`config.mk`:
```
export PLATFORM = sky130hd
export DESIGN_NAME = awg_cmd_parser
export DESIGN_NICKNAME = d
export VERILOG_FILES = /design/src/rtl/awg_cfg_pkg.sv /design/src/rtl/awg_cmd_parser_dec_accum.sv /design/src/rtl/awg_cmd_parser.sv
export SDC_FILE = /design/constraint.sdc
export NUM_CORES = 1
export LEC_CHECK = 0
export ABC_AREA = 1
export CELL_PAD_IN_SITES_DETAIL_PLACEMENT = 2
export CELL_PAD_IN_SITES_GLOBAL_PLACEMENT = 2
export CORE_MARGIN = 1
export CORE_UTILIZATION = 39
export CTS_BUF_LIST = sky130_fd_sc_hd__clkbuf_8
export DETAILED_ROUTE_END_ITERATION = 16
export DONT_BUFFER_PORTS = 1
export GPL_ROUTABILITY_DRIVEN = 0
export PLACE_DENSITY = 0.84
export SLEW_MARGIN = 20
export SYNTH_ARGS = -nofsm -noshare
export SYNTH_HDL_FRONTEND = slang
export SYNTH_SLANG_ARGS = --single-unit
```
`constraint.sdc`:
```
create_clock -name clk -period 3 [get_ports clk]
set_input_delay 0.3 -clock clk [delete_from_list [all_inputs] [get_ports clk]]
set_output_delay 0.3 -clock clk [all_outputs]
set_load 0.01 [all_outputs]
```
`src/rtl/awg_cfg_pkg.sv`:
```
// awg_cfg_pkg: shared FSM states, ASCII codes, field limits and reset defaults for the AWG config path.
package awg_cfg_pkg;
    typedef enum logic [1:0] {IDLE, OPCODE, DIGITS, DISCARD} state_t;
    typedef enum logic [1:0] {OP_W, OP_F, OP_A, OP_P} op_t;

    localparam logic [7:0] ASC_W  = 8'h57;
    localparam logic [7:0] ASC_F  = 8'h46;
    localparam logic [7:0] ASC_A  = 8'h41;
    localparam logic [7:0] ASC_P  = 8'h50;
    localparam logic [7:0] ASC_0  = 8'h30;
    localparam logic [7:0] ASC_9  = 8'h39;
    localparam logic [7:0] ASC_CR = 8'h0D;
    localparam logic [7:0] ASC_LF = 8'h0A;
    localparam logic [7:0] ASC_SP = 8'h20;

    localparam int ACC_W      = 17;
    localparam int MAX_DIGITS = 5;
    localparam int WAVE_W     = 5;
    localparam int FREQ_W     = 12;
    localparam int AMP_W      = 3;
    localparam int PHASE_W    = 8;

    localparam logic [ACC_W-1:0] FREQ_MIN  = 17'd1;
    localparam logic [ACC_W-1:0] FREQ_MAX  = 17'd4095;
    localparam logic [ACC_W-1:0] AMP_MAX   = 17'd7;
    localparam logic [ACC_W-1:0] PHASE_MAX = 17'd255;

    localparam logic [WAVE_W-1:0]  WAVE_RST  = 5'd0;
    localparam logic [FREQ_W-1:0]  FREQ_RST  = 12'd1;
    localparam logic [AMP_W-1:0]   AMP_RST   = 3'd2;
    localparam logic [PHASE_W-1:0] PHASE_RST = 8'd50;

    // Clearing bit 5 folds lowercase opcode letters onto uppercase.
    function automatic logic is_op(input logic [7:0] b);
        logic [7:0] u;
        u = b & 8'hDF;
        return u == ASC_W || u == ASC_F || u == ASC_A || u == ASC_P;
    endfunction

    function automatic op_t op_of(input logic [7:0] b);
        logic [7:0] u;
        u = b & 8'hDF;
        return u == ASC_W ? OP_W : u == ASC_F ? OP_F : u == ASC_A ? OP_A : OP_P;
    endfunction

    function automatic logic is_digit(input logic [7:0] b);
        return b >= ASC_0 && b <= ASC_9;
    endfunction

    function automatic logic is_term(input logic [7:0] b);
        return b == ASC_CR || b == ASC_LF;
    endfunction
endpackage

```
`src/rtl/awg_cmd_parser_dec_accum.sv`:
```
// dec_accum: decimal digit accumulator (acc*10+digit) with digit count and a full flag
// that marks the next digit as one too many.
module dec_accum
    import awg_cfg_pkg::*;
(
    input  logic             clk,
    input  logic             rst,
    input  logic             clr,
    input  logic             load,
    input  logic             push,
    input  logic [3:0]       digit,
    output logic [ACC_W-1:0] acc,
    output logic             full
);
    logic [2:0] count;

    always_ff @(posedge clk or posedge rst) begin
        if (rst) begin
            acc   <= '0;
            count <= '0;
        end else if (clr) begin
            acc   <= '0;
            count <= '0;
        end else if (load) begin
            acc   <= ACC_W'(digit);
            count <= 3'd1;
        end else if (push) begin
            acc   <= acc * ACC_W'(10) + ACC_W'(digit);
            count <= count + 3'd1;
        end
    end

    assign full = count == 3'(MAX_DIGITS);
endmodule

```
`src/rtl/awg_cmd_parser.sv`:
```
// awg_cmd_parser: decodes ASCII opcode+decimal commands into range-checked AWG
// configuration registers with one-cycle update and error strobes.
module awg_cmd_parser
    import awg_cfg_pkg::*;
#(
    parameter int TIMEOUT_CYCLES = 50_000_000,
    parameter int WAVE_MAX       = 10
) (
    input  logic               clk,
    input  logic               rst,
    input  logic [7:0]         rx_data,
    input  logic               rx_valid,
    output logic [WAVE_W-1:0]  wave_sel,
    output logic [FREQ_W-1:0]  freq_word,
    output logic [AMP_W-1:0]   amp_sel,
    output logic [PHASE_W-1:0] phase_off,
    output logic               cfg_update,
    output logic               cmd_err
);
    localparam int TW = $clog2(TIMEOUT_CYCLES + 1);

    state_t              state, next;
    op_t                 op;
    logic [TW-1:0]       tcnt;
    logic [ACC_W-1:0]    acc;
    logic                full, timeout, is_o, is_d, is_t, is_s;
    logic                acc_clr, acc_load, acc_push, term, in_range, commit, err_d;
    logic [WAVE_W-1:0]   wave_n;
    logic [FREQ_W-1:0]   freq_n;
    logic [AMP_W-1:0]    amp_n;
    logic [PHASE_W-1:0]  phase_n;

    dec_accum u_acc (
        .clk   (clk),
        .rst   (rst),
        .clr   (acc_clr),
        .load  (acc_load),
        .push  (acc_push),
        .digit (rx_data[3:0]),
        .acc   (acc),
        .full  (full)
    );

    assign is_o = is_op(rx_data);
    assign is_d = is_digit(rx_data);
    assign is_t = is_term(rx_data);
    assign is_s = rx_data == ASC_SP;
    // A byte arriving on the expiry cycle wins over the timeout.
    assign timeout = state != IDLE && !rx_valid && tcnt == TW'(TIMEOUT_CYCLES - 1);

    always_ff @(posedge clk or posedge rst) begin
        if (rst) state <= IDLE;
        else     state <= next;
    end

    always_comb begin
        next = state;
        if (timeout)
            next = IDLE;
        else if (rx_valid)
            case (state)
                IDLE:    next = is_o ? OPCODE : (is_t || is_s) ? IDLE : DISCARD;
                OPCODE:  next = is_d ? DIGITS : DISCARD;
                DIGITS:  next = is_d ? (full ? DISCARD : DIGITS) : is_t ? IDLE : DISCARD;
                default: next = is_t ? IDLE : DISCARD;
            endcase
    end

    always_comb begin
        acc_clr  = rx_valid && state == IDLE && is_o;
        acc_load = rx_valid && state == OPCODE && is_d;
        acc_push = rx_valid && state == DIGITS && is_d && !full;
        term     = rx_valid && state == DIGITS && is_t;
        in_range = op == OP_W ? acc <= ACC_W'(WAVE_MAX) :
                   op == OP_F ? acc >= FREQ_MIN && acc <= FREQ_MAX :
                   op == OP_A ? acc <= AMP_MAX : acc <= PHASE_MAX;
        commit   = term && in_range;
        err_d    = (timeout && state != DISCARD) || (next == DISCARD && state != DISCARD) ||
                   (term && !in_range);
        wave_n   = commit && op == OP_W ? acc[WAVE_W-1:0]  : wave_sel;
        freq_n   = commit && op == OP_F ? acc[FREQ_W-1:0]  : freq_word;
        amp_n    = commit && op == OP_A ? acc[AMP_W-1:0]   : amp_sel;
        phase_n  = commit && op == OP_P ? acc[PHASE_W-1:0] : phase_off;
    end

    always_ff @(posedge clk or posedge rst) begin
        if (rst) begin
            tcnt <= '0;
            op   <= OP_W;
        end else begin
            tcnt <= (state == IDLE || rx_valid || timeout) ? '0 : tcnt + TW'(1);
            if (acc_clr) op <= op_of(rx_data);
        end
    end

    always_ff @(posedge clk or posedge rst) begin
        if (rst) begin
            wave_sel   <= WAVE_RST;
            freq_word  <= FREQ_RST;
            amp_sel    <= AMP_RST;
            phase_off  <= PHASE_RST;
            cfg_update <= 1'b0;
            cmd_err    <= 1'b0;
        end else begin
            wave_sel   <= wave_n;
            freq_word  <= freq_n;
            amp_sel    <= amp_n;
            phase_off  <= phase_n;
            cfg_update <= {wave_n, freq_n, amp_n, phase_n} != {wave_sel, freq_word, amp_sel, phase_off};
            cmd_err    <= err_d;
        end
    end
endmodule

```
==> out/qor.yml <==
global_route:
  antenna_found_initial: 0
  grt_usage_pct: 28.5
  grt_pass1_vias: 6075
  grt_overflow: 0
  grt_start_max_net_pins: 81
  grt_pass1_wl_um: 32600
placed_design:
  dp_hpwl_um: 15400
  io_buffer_count: 0
sta:
  hold_slack_ns: 0.0763
  finalCriticalPeriod_ns: 3.06
  fin_worst_skew_ns: 0.0150
  hold_viol_final: 0
  finalCritPeriodShare_pct: 102
  worstMarginPinSlew_ns: 0.519
  slew-limit-headroom_pct: 65.1
  clock.fmax_mhz: 327
  tns_ns: -0.118
  worst_slack_ns: -0.0620
  finalSetupViolCount: 2
  drv_slew: 0
clock_network:
  cts_sinks: 80
  clk_path_buf_depth: 2
  cts_tree: "done"
  cts_max_level: 3
  cts_buffers: 9
  clkLatencyLatePin_ns: 0.39
  cts_root_buf: "clkbuf_8"
  clkSlewWorstSetupHoldPaths_ns: 0.11
cells_and_area:
  final_cell_mix: "nand2_1, inv_1, dfrtp_1"
  syn_to_final_growth_pct: 10.5
  insertedDiodeCount: 0
  layout_commonest_cell: "nand2_1"
  layout.nets: 823
  fill_cells: 1609
  drive_gt1_share_pct: 17.0
critical_path:
  end_kind: "flop"
  crit_path_start_kind: "flop"
  crit_fanout: 4
  cp.arrival_ns: 3.36
  critPathKind: "reg2reg"
  crit_required_ns: 3.30
synthesis:
  synth_area_um2: 5700
  syn_nets: 805
  synth_seq_cells: 80
  syn-instance-count: 761
  synth.top_cell.area_share_pct: 32.9
  ys_warn_count: 0
  synth_area_leaders: "dfrtp_1, nand2_1, ha_1, inv_1, nand3_1"
  ys_seq_area_share_pct: 35.2
  post_synth.cell_area_avg_um2: 7.49
  synth_top_cell_by_area: "dfrtp_1"
  yosys.cell_types.count: 52
min_path:
  min_path_type: "in2reg"
floorplan:
  die_w_um: 123
  row_count: 43
  core_area_um2: 14000
  io_pins: 41
  dieArea_um2: 15100
  die_y_um: 123
  initial_core_util_pct: 40.6
routing:
  drcViolationCount: 0
  wirelength_um: 21700
  wire_per_inst_um: 22.6
  vias: 5550
  first_pass_iters: 5
  ant_nets: 0
  drtIter0Drc: 222
  via_per_inst: 5.76
power_and_ir_drop:
  p_per_area_nw_per_um2: 1140
  ir_worst_vdd_v: 0.000495
  p_leak_nw: 3.00
outcome:
  outcome: "finished with violations"
  violations: "setup timing"
run:
  drv_cap: 0
cell usage after synthesis (all sizes together):
cell and count:
a21o 1, or2 1, nand3b 1, dfstp 5, nor4 5, o22ai 8, nand3 53, nand2b 1
fa 2, o21ai 54, o21bai 1, and2 1, o211ai 1, nand4 37, dfrtp 75, o21a 3
buf 11, o32ai 4, clkinv 5, xor2 11, o31ai 1, a21oi 35, o311ai 1, nand2 160
a31oi 5, a22o 1, and3 2, xnor2 5, inv 122, nor2 88, a211oi 2, nor3 25
ha 31, clkbuf 3
sequential cells by signal (all words and copies together) (netlist names):
signal,flops
cmd_err,1
u_acc.acc,17
phase_off,8
state,2
amp_sel,3
tcnt,26
u_acc.count,3
freq_word,12
op,2
cfg_update,1
wave_sel,5
worst max-delay path, stage by stage, from the launching register on:
cell     delay, ns
dfrtp_1       0.41
ha_1          0.34
ha_1          0.27
fa_2          0.39
nand3_2       0.11
nand2_4       0.09
a21oi_4       0.25
o21ai_2       0.12
xnor2_2       0.21
nor2_1        0.18
nand2_2       0.10
nor2_2        0.12
nand2_1       0.11
nor2_1        0.10
nand2_1       0.05
nand3_1       0.07
nand2_1       0.05
routing by layer:
| metal | wire length [um] | GRT usage (%) | part of all wire (%) | vias to the layer above |
|---|---|---|---|---|
| met3 | 596 | 4.46 | 2.7 | 53 |
| li1 | - | - | - | 2538 |
| met1 | 9020 | 33.7 | 41 | 2851 |
| met2 | 11400 | 51.8 | 53 | 108 |
| met4 | 705 | 10.2 | 3.2 | 0 |
| met5 | 0 | 0 | 0 | - |
per-stage QoR:
stage | util [%] | worst slack (ns) | instances | instance area [um2] | total power, mW
6_report | 44.8 | -0.0620 | 964 | 6300 | 7.16
5_1_grt | 44.8 | -0.180 | 964 | 6300 | 7.50
4_1_cts | 44.1 | 0.0289 | 959 | 6200 | 6.35
3_5_place_dp | 42.4 | 0.00402 | 942 | 5960 | 5.23
3_3_place_gp | 42.4 | 0.215 | 942 | 5960 | 4.84
2_1_floorplan | - | 0.302 | 761 | 5700 | 4.06
what timing repair did:
item,CTS,global route
pin swaps,1,2
hold endpoints to repair,75,0
buffers inserted,0,5
gates resized for setup,5,13
hold buffers,1,0
setup endpoints to repair,3,4
report_power, final:
group / internal (mW) / total, mW / leakage [nW] / switching (mW)
clock network: 0.396 / 0.896 / 0.106 / 0.501
registers: 1.22 / 1.43 / 1.00 / 0.213
logic: 1.63 / 4.84 / 1.90 / 3.21
total: 3.24 / 7.16 / 3.00 / 3.92
worst paths after layout:
| path | start | to | slack, ns | depth (start not counted) |
|---|---|---|---|---|
| max reg2reg | u_acc.acc[1] | u_acc.acc[16] | -0.06 | 16 |
| max | u_acc.acc[1] | u_acc.acc[16] | -0.06 | 16 |
| min reg2reg | u_acc.acc[14] | u_acc.acc[14] | 0.56 | 2 |
| max in group asynchronous | rst | phase_off[5] | 2.16 | 3 |
| min in group asynchronous | rst | freq_word[1] | 0.48 | 3 |
| min | rx_valid | tcnt[6] | 0.08 | 3 |
kinds of logic (layout without fill, tap and decap cells):
kind of cell / after synthesis / after routing / share of synthesized area (%)
compound gates: 117 / 117 / 11.9
buf+inv: 141 / 164 / 10.0
simple gates: 374 / 374 / 32.6
fa+ha+maj: 33 / 33 / 7.51
xor+xnor: 16 / 16 / 2.72
flops: 80 / 80 / 35.2
final cells by class:
cell class              instances  area (um2)  area share (%)
multi-input cells             540        3210            51.0
flip-flops and latches         80        2010            31.9
inverters                     127         478            7.59
well taps                     180         225            3.58
repair buffers                 21         173            2.74
clock buffers                   9         124            1.97
clock inverters                 7        77.6            1.23
(Power assumes the default switching activity.)
